--- src/rtl/shift_sequencer.sv ---
// Multi-cycle shift controller: steps a single-position shifter once per clock
// until the requested distance is covered, then presents the result with a done pulse.

module shift1 #(
  parameter int WIDTH = 16
) (
  input  logic [1:0]       ctl,
  input  logic [WIDTH-1:0] d,
  output logic [WIDTH-1:0] q
);

  always_comb begin
    q = d;
    unique case (ctl)
      2'b01:   q = {d[WIDTH-2:0], 1'b0};
      2'b10:   q = {1'b0, d[WIDTH-1:1]};
      2'b11:   q = {d[WIDTH-1], d[WIDTH-1:1]};
      default: q = d;
    endcase
  end

endmodule

// state | meaning
// IDLE  | waiting for start
// SHIFT | one single-position shift per clock, busy high
// DONE  | one-cycle done pulse, dout valid; may accept a new request
module shift_sequencer #(
  parameter int WIDTH = 16,
  parameter int CNT_W = 4
) (
  input  logic             clk,
  input  logic             reset,
  input  logic             start,
  input  logic [1:0]       op,
  input  logic [CNT_W-1:0] amt,
  input  logic [WIDTH-1:0] din,
  output logic             busy,
  output logic             done,
  output logic [WIDTH-1:0] dout
);

  typedef enum logic [1:0] {IDLE, SHIFT, DONE} state_t;

  state_t           state;
  logic [WIDTH-1:0] acc;
  logic [WIDTH-1:0] acc_nxt;
  logic [CNT_W-1:0] cnt;
  logic [1:0]       op_r;
  logic [1:0]       shift_ctl;
  logic             bypass;

  // The shifter only moves data while SHIFT is active; elsewhere it passes through.
  assign shift_ctl = (state == SHIFT) ? op_r : 2'b00;
  assign bypass    = (amt == '0) || (op == 2'b00);

  shift1 #(.WIDTH(WIDTH)) u_shift1 (
    .ctl (shift_ctl),
    .d   (acc),
    .q   (acc_nxt)
  );

  always_ff @(posedge clk or posedge reset) begin
    if (reset) begin
      state <= IDLE;
      acc   <= '0;
      cnt   <= '0;
      op_r  <= 2'b00;
      busy  <= 1'b0;
      done  <= 1'b0;
      dout  <= '0;
    end else begin
      unique case (state)
        IDLE, DONE: begin
          done <= 1'b0;
          busy <= 1'b0;
          state <= IDLE;
          if (start) begin
            acc  <= din;
            cnt  <= amt;
            op_r <= op;
            if (bypass) begin
              state <= DONE;
              done  <= 1'b1;
              dout  <= din;
            end else begin
              state <= SHIFT;
              busy  <= 1'b1;
            end
          end
        end
        SHIFT: begin
          acc <= acc_nxt;
          cnt <= cnt - 1'b1;
          // cnt is loaded non-zero on entry, so leaving at 1 never wraps it.
          if (cnt == CNT_W'(1)) begin
            state <= DONE;
            busy  <= 1'b0;
            done  <= 1'b1;
            dout  <= acc_nxt;
          end
        end
        default: begin
          state <= IDLE;
          busy  <= 1'b0;
          done  <= 1'b0;
        end
      endcase
    end
  end

endmodule

--- config.mk ---
export PLATFORM = sky130hd
export DESIGN_NAME = shift_sequencer
export DESIGN_NICKNAME = d
export VERILOG_FILES = /design/src/rtl/shift_sequencer.sv
export SDC_FILE = /design/constraint.sdc
export NUM_CORES = 1
export LEC_CHECK = 0
export CAP_MARGIN = 10
export CORE_ASPECT_RATIO = 1.75
export CORE_UTILIZATION = 56
export CTS_CLUSTER_SIZE = 30
export DETAILED_ROUTE_END_ITERATION = 10
export PLACE_DENSITY = 0.85
export SLEW_MARGIN = 20
export SYNTH_ARGS = -nofsm -noshare
export SYNTH_HDL_FRONTEND = slang
export SYNTH_SLANG_ARGS = --single-unit
--- constraint.sdc ---
create_clock -name clk -period 2.9 [get_ports clk]
set_input_delay 0.435 -clock clk [delete_from_list [all_inputs] [get_ports clk]]
set_output_delay 0.435 -clock clk [all_outputs]
set_load 0.05 [all_outputs]
# [Yosys cells after proc, flatten, opt, wreduce, memory -nomap -nowiden]
# Index checks and enable logic that the tools add are counted.
[totals] regBits=42 inputBits=25 wordCells=48
[classes] add_sub_neg=1 n_eq_ne=9 muxes=22 n_reduce_logical=9
[ops] cell="16-bit two-way mux" n=4
[ops] cell="16-bit case mux with 2 select lines" n=2
[ops] cell="16-bit case mux with 3 select lines" n=1
[ops] cell="2-bit two-way mux" n=4
[ops] cell="4-bit case mux with 2 select lines" n=1
[ops] cell="2-bit == test (second input constant)" n=3
[ops] cell="1-bit two-way mux" n=6
[ops] cell="2-bit by 1-bit == test with 1-bit output (second input constant)" n=2
[ops] cell="4-bit by 1-bit == test with 1-bit output (second input constant)" n=1
[ops] cell="2-bit zero test" n=2
[ops] cell="4-bit zero test" n=1
[ops] cell="4-bit two-way mux" n=1
[ops] cell="2-bit inequality test (second input constant)" n=2
[ops] cell="1-bit case mux with 2 select lines" n=2
[ops] cell="2-bit case mux with 2 select lines" n=1
[ops] cell="2-bit AND reduction" n=2
[ops] cell="4-bit AND reduction" n=1
[ops] cell="4-bit by 1-bit subtractor with 4-bit output (second input constant)" n=1
[ops] cell="2-bit by 1-bit inequality test with 1-bit output (second input constant)" n=1
[ops] cell="2-bit nonzero test" n=1
[ops] cell="2-bit OR reduction" n=1
[ops] cell="1-bit logical OR" n=1

# [Depth between registers and ports, before layout]
# Gate-level depths: netlist of run 1.
[depth] ltp_word=6 depth_mapped=7 ltp_nobuf=5

# [Hierarchy]
# From an unflattened synthesis of run 1, not the netlist that was laid out.
[unflattened] hier_cells=223 hier_area_um2=2213.4
[by_module_without_submodules] mod="shift_sequencer" instances=1 cells_each=172 area_per_inst_um2=1858.0
[by_module_without_submodules] mod="shift1" instances=1 cells_each=51 area_per_inst_um2=355.3

# [Worst setup path after synthesis of run 1]
# No wires, ideal clock.
[synth_path] path_type="register to register" start="register, netlist name done" end="register dout[0]" t_arrival_ns=1.773 t_required_ns=2.775 slack_ns=1.002 stages_incl_launch_ff=7 n_path_buf=3 synth_period_minus_slack_ns=1.898 cell_sequence="dfrtp_1 -> and2b_1 -> buf_4 -> a22o_4 -> buf_8 -> buf_12 -> mux2_4"
[synth_rtl] item="end signal: assignment" line="85" rtl="dout <= din;"
[synth_rtl] item="end signal: assignment" line="100" rtl="dout <= acc_nxt;"
[synth_rtl] item="end: declaration" line="40" rtl="output logic [WIDTH-1:0] dout"

# [Worst setup path after layout of run 1]
[layout_path] start="input port amt[2]" end="register dout[7]"
[layout_between] elab_chain_len=4
[layout_rtl] item="start: declaration" line="36" rtl="input logic [CNT_W-1:0] amt,"
[layout_rtl] item="4-bit zero test" line="55" rtl="assign bypass = (amt == '0) || (op == 2'b00);"
[layout_rtl] item="1-bit logical OR" line="55"
[layout_rtl] item="2-bit inequality test (no line)"
[layout_rtl] item="4-bit AND reduction (no line)"
# No other way between the ends.
# A chain may end at the register's enable or synchronous reset.

==> flow_summary_export.csv, run 1 <==
group,metric,value,unit
outcome,status,"finished clean",
setup_path,worst-endpoint-required,3.08,ns
timing,slew_headroom,35.92,%
routing,drtIter0Drc,39,
setup_path,reg2reg_depth,4,
logic_synthesis,ys_async_sr_fraction,100.0,%
logic_synthesis,syn_area_per_cell,10.66,um2
clock_network,numCtsBuffers,5,
routing,drc_errors,0,
logic_synthesis,synth_sequential_area_ratio,44.72,%
logic_synthesis,ys_types,32,
clock_network,hold_buffers,0,
logic_synthesis,yosysWarnings,0,
clock_network,clk_pin_slew_worst_paths,0.08,ns
floorplan,die_area,4264,um2
timing,period_share,69.67,%
logic_synthesis,ys_ff_latch,40,
setup_path,crit_type,"in -> reg",
setup_path,worstPathArrival,2.20,ns
worst_hold_path,min-delay-start,"dout[14]$_DFFE_PP0P_",
grt,grt_max_degree,41,
clock_network,clock_latency,0.30,ns
grt,grt_overflow,0,
routing,routed_wl,4536,um
grt,antenna_found_initial,0,
timing,hold_viol,0,
power,irDropWorstVdd,776.7,uV
worst_hold_path,hold_depth,1,
setup_path,end_kind,"register",
clock_network,post_cts_resize_count,0,
logic_synthesis,synth_edf_count,0,
logic_synthesis,synth_fp_nets,237,
timing,fin_tns_setup,0,ns
routing,drt_pass1_iterations,4,
floorplan,die_h,85.64,um
floorplan,ios,43,
worst_hold_path,hold_end,"dout[14]$_DFFE_PP0P_",
timing,tightest_slew,0.9612,ns
final_layout,diodes,0,
setup_path,r2r_start,"op_r[0]$_DFFE_PP0P_",
clock_network,clock_sinks,40,
timing,min_period,2.021,ns
logic_synthesis,synth_flop_cell,"dfrtp_1",
routing,vias_per_cell,5.564,
final_layout,drive_gt1_share,19.76,%
floorplan,rows,30,
clock_network,cts_setup_buffers,0,
floorplan,initial_utilization,57.90,%
logic_synthesis,syn_inst,210,
job,max-cap-violations,0,
timing,rsz0062_at_grt,"false",
floorplan,fp.coreArea,3866,um2
timing,slew_viol_final,0,
place,port_buffers,42,
setup_path,timing.rr.end,"acc[12]$_DFFE_PP0P_",
clock_network,htreeDepth,2,
floorplan,die_w,49.79,um
logic_synthesis,synth_area,2238,um2
worst_hold_path,min_path_type,"reg -> reg",
grt,grt_use_total,23.71,%
place,gp_congestion,0.7884,
routing,detail-route-antenna-nets,0,
power,p_per_area,1279,nW/um2
power,total_leakage_power,1.176,nW
setup_path,crit_path_max_fanout,17,
routing,vias,1647,
setup_path,start_kind,"input port",
final_layout,nets,274,
clock_network,clock_path_buffers,2,
grt,grt_pass1_vias,1700,
timing,final.setup_skew,0.01235,ns
place,dp_hpwl,3071,um
final_layout,final_cells,296,
setup_path,ff2ff_setup_slack,0.99,ns
timing,max_freq,494.9,MHz
routing,wire_per_inst,15.32,um
final_layout,areaGrowthSynthToFinish,22.53,%
place,place_inst,288,
clock_network,cts_root_buffer,"clkbuf_8",
grt,grt_pass1_wl,7755,um
timing,setup_viol,0,
clock_network,cts_tree,"built",
## sequential cells by signal (all words and copies together) (netlist names)
register and flops:
cnt 4, acc 16, dout 16, done 1
state 1, op_r 2
## worst max-delay path, stage by stage
cell	delay, ns
clkdlybuf4s50_1	0.43
or4_4	0.55
o21ai_2	0.09
a22o_4	0.32
mux2_2	0.37
## layout make-up
cell class              count  area [um2]
fillers                   287        1124
multi-input cells         148        1116
flip-flops and latches     40        1001
repair buffers             46       450.4
clock buffers               6       82.58
well taps                  48       60.06
inverters                   6       22.52
clock inverters             2       10.01
## cell families (layout without fill, tap and decap cells)
logic type / count (synthesis) / count (layout) / synth area share, %
compound gates: 42 / 42 / 11.91
buf+inv: 22 / 60 / 5.422
mux: 50 / 50 / 25.43
flops: 40 / 40 / 44.72
fa+ha+maj: 2 / 2 / 1.118
simple gates: 54 / 54 / 11.40
## stage by stage
step,cell area [um2],hold slack (ns),power (W),setup WS [ns],utilization [%]
floorplan,2238,0.4833,0.002628,1.002,-
global placement,2650,0.4980,0.003070,0.6189,68.54
detailed placement,2650,0.5000,0.003127,0.5724,68.54
CTS,2743,0.5204,0.003523,0.8938,70.94
global route,2743,0.5337,0.003761,0.8481,70.94
finish,2743,0.5144,0.003507,0.8795,70.94
## power by group
group / switching, W / total [W] / internal, W
sequential: 0.000307 / 0.00115 / 0.000845
clock: 0.000192 / 0.000382 / 0.000190
combinational: 0.00107 / 0.00197 / 0.000904
total: 0.00157 / 0.00351 / 0.00194
## cells in the final DEF, fill, tap and decap left out, types with 2 or more instances in the layout
master and count:
ha_1 2, clkbuf_8 6, clkdlybuf4s50_1 42, mux2i_1 16, mux2_2 27, o21ai_0 21
nand3_1 2, a211oi_1 2, a21oi_1 4, nor2b_1 2, nor2_1 6, inv_1 6
clkinv_2 2, nor3b_1 2, buf_4 4, nand2b_1 10, nand2_1 29, dfrtp_1 40
mux2_4 7, o211ai_1 8
## cell usage after synthesis (2+ instances only)
library cell / n / share of area (%)
buf_2: 6 / 1.3
clkbuf_1: 6 / 1.0
nand2_1: 29 / 4.9
o21ai_0: 21 / 4.7
nor3b_1: 2 / 0.67
a211oi_1: 2 / 0.67
o211ai_1: 8 / 2.7
inv_1: 6 / 1.0
dfrtp_1: 40 / 45
ha_1: 2 / 1.1
mux2_4: 7 / 4.7
a21oi_1: 4 / 0.89
nor2_1: 6 / 1.0
nand2b_1: 10 / 2.8
nor2b_1: 2 / 0.56
nand3_1: 2 / 0.45
mux2_2: 27 / 14
mux2i_1: 16 / 7.2
## layer usage
| layer | vias up | share of wire, % | GRT usage (%) |
|---|---|---|---|
| li1 | 809 | - | - |
| met1 | 793 | 42 | 28.62 |
| met2 | 39 | 53 | 41.52 |
| met3 | 6 | 3.4 | 3.723 |
| met4 | 0 | 1.4 | 9.091 |
| met5 | - | 0 | 0 |
## worst max path at each step
stage / start / to / depth (start not counted)
6_report: amt[2] / dout[7]$_DFFE_PP0P_ / 5
5_1_grt: amt[2] / dout[2]$_DFFE_PP0P_ / 5
4_1_cts: amt[2] / dout[8]$_DFFE_PP0P_ / 5
3_5_place_dp: amt[2] / dout[5]$_DFFE_PP0P_ / 5
3_3_place_gp: amt[2] / dout[7]$_DFFE_PP0P_ / 5
2_1_floorplan: done$_DFFE_PP0N_ / dout[0]$_DFFE_PP0P_ / 6
No activity file was read; power rests on OpenSTA's default activity.
==> inputs of run 2 (changes only) <==
CORE_UTILIZATION = 47   (was 56)
PLACE_DENSITY = 0.76   (was 0.85)
clock period = 1.85 ns   (was 2.9 ns; I/O delays follow)
==> flow_summary_export.csv, run 2 (synthesis gave the netlist of run 1 again) <==
group,metric,value,unit
setup_path,crit_type,"in -> reg",
timing,final.setup_skew,0.009444,ns
job,max-cap-violations,0,
floorplan,rows,32,
routing,drt_pass1_iterations,5,
clock_network,cts_tree,"built",
final_layout,areaGrowthSynthToFinish,27.72,%
setup_path,reg2reg_depth,6,
setup_path,crit_end,"dout[2]$_DFFE_PP0P_",
floorplan,die_w,54.17,um
clock_network,hold_buffers,0,
setup_path,crit_path_max_fanout,8,
setup_path,worstPathArrival,1.95,ns
timing,period_share,96.34,%
power,p_per_area,1986,nW/um2
routing,detail-route-antenna-nets,0,
final_layout,diodes,0,
clock_network,cts_root_buffer,"clkbuf_8",
routing,routed_wl,4716,um
grt,antenna_found_initial,0,
timing,setup_viol,0,
routing,drc_errors,0,
setup_path,r2r_start,"cnt[1]$_DFFE_PP0P_",
timing,rsz0062_at_grt,"false",
worst_hold_path,min_path_type,"in -> async",
final_layout,num-fill-cells,390,
routing,wire_per_inst,15.36,um
timing,fin_tns_setup,0,ns
grt,grt_max_degree,41,
place,dp_hpwl,3355,um
timing,hold_slack,0.4166,ns
grt,grt_use_total,20.74,%
outcome,status,"finished clean",
place,gp_congestion,0.7813,
setup_path,ff2ff_setup_slack,0.10,ns
grt,grt_overflow,0,
final_layout,drive_gt1_share,23.05,%
timing,slew_headroom,66.40,%
routing,vias_per_cell,5.524,
setup_path,worst-endpoint-required,2.02,ns
clock_network,numCtsBuffers,5,
place,pre_cts_ws,-0.2297,ns
floorplan,initial_utilization,49.92,%
clock_network,clock_latency,0.29,ns
final_layout,top_regs,"acc (16), dout (16), cnt (4)",
setup_path,start_kind,"input port",
clock_network,clock_path_buffers,2,
routing,vias,1696,
timing,finalWorstSetupSlack,0.06764,ns
timing,tightest_slew,0.5025,ns
timing,min_period,1.782,ns
grt,grt_pass1_vias,1685,
final_layout,final_common_cell,"clkdlybuf4s50_1",
place,port_buffers,42,
clock_network,post_cts_resize_count,0,
place,place_inst,299,
final_layout,nets,282,
clock_network,clk_pin_slew_worst_paths,0.08,ns
final_layout,final_cells,307,
floorplan,die_area,5053,um2
power,total_leakage_power,1.227,nW
power,irDropWorstVdd,1584,uV
clock_network,clock_sinks,40,
clock_network,htreeDepth,2,
grt,grt_pass1_wl,7803,um
timing,hold_viol,0,
routing,drtIter0Drc,28,
setup_path,setup.worst_path.start,"amt[2]",
floorplan,fp.coreArea,4484,um2
setup_path,end_kind,"register",
setup_path,timing.rr.end,"dout[2]$_DFFE_PP0P_",
floorplan,ios,43,
floorplan,die_h,93.29,um
timing,slew_viol_final,0,
final_layout,layout_common_cells,"clkdlybuf4s50_1 (42), dfrtp_1 (38), nand2_1 (29), mux2_2 (27), o21ai_0 (21)",
clock_network,cts_setup_buffers,0,
timing,max_freq,561.1,MHz
==> run 2: cell types whose count changed in the layout (fill, tap and decap cells not counted), sizes merged <==
cell	change
buf	+8
==> run 2: worst max-delay path, cell delays in order <==
cell and delay, ns:
clkdlybuf4s50_1 0.42, or4_4 0.54, o21ai_2 0.09, a22o_4 0.17, buf_12 0.13, mux2_2 0.33
==> run 2: metal layers <==
metal	global-route usage (%)	up-vias	wire (um)
li1	-	827	-
met1	27.02	830	2085
met2	34.45	37	2429
met3	3.902	2	170
met4	4.701	0	31
met5	0	-	0
==> run 2: power by group <==
part	leakage [nW]	switching, W	internal (W)	total (W)
clock network	0.0510	0.000300	0.000298	0.000598
registers	0.479	0.000377	0.00133	0.00171
logic	0.697	0.00182	0.00156	0.00337
total	1.23	0.00249	0.00319	0.00568
==> run 2: metrics by stage <==
| stage | power, W | util, % | instance area (um2) |
|---|---|---|---|
| after detailed placement | 0.005102 | 61.69 | 2766 |
| after global placement | 0.005040 | 61.69 | 2766 |
| after floorplan | 0.004122 | - | 2241 |
| final | 0.005679 | 63.76 | 2859 |
| after CTS | 0.005724 | 63.76 | 2859 |
| after global routing | 0.006060 | 63.76 | 2859 |
==> run 2: cell type report <==
| class | instances | area, um2 | share of cell area (%) |
|---|---|---|---|
| clock buffer | 6 | 82.58 | 2.888 |
| tap | 51 | 63.81 | 2.232 |
| clock inverter | 2 | 10.01 | 0.3501 |
| sequential | 40 | 1003 | 35.10 |
| timing repair buffer | 54 | 560.5 | 19.61 |
| multi-input combinational | 148 | 1116 | 39.04 |
| inverter | 6 | 22.52 | 0.7877 |
==> run 2: worst min-delay path by stage <==
stage / start / to / slack [ns] / cells past startpoint
2_1_floorplan: op[0] / op_r[0]$_DFFE_PP0P_ / 0.38 / 2
3_3_place_gp: dout[6]$_DFFE_PP0P_ / dout[6]$_DFFE_PP0P_ / 0.50 / 1
3_5_place_dp: dout[7]$_DFFE_PP0P_ / dout[7]$_DFFE_PP0P_ / 0.50 / 1
4_1_cts: reset / op_r[0]$_DFFE_PP0P_ / 0.43 / 3
5_1_grt: reset / acc[4]$_DFFE_PP0P_ / 0.49 / 3
6_report: reset / acc[4]$_DFFE_PP0P_ / 0.42 / 3
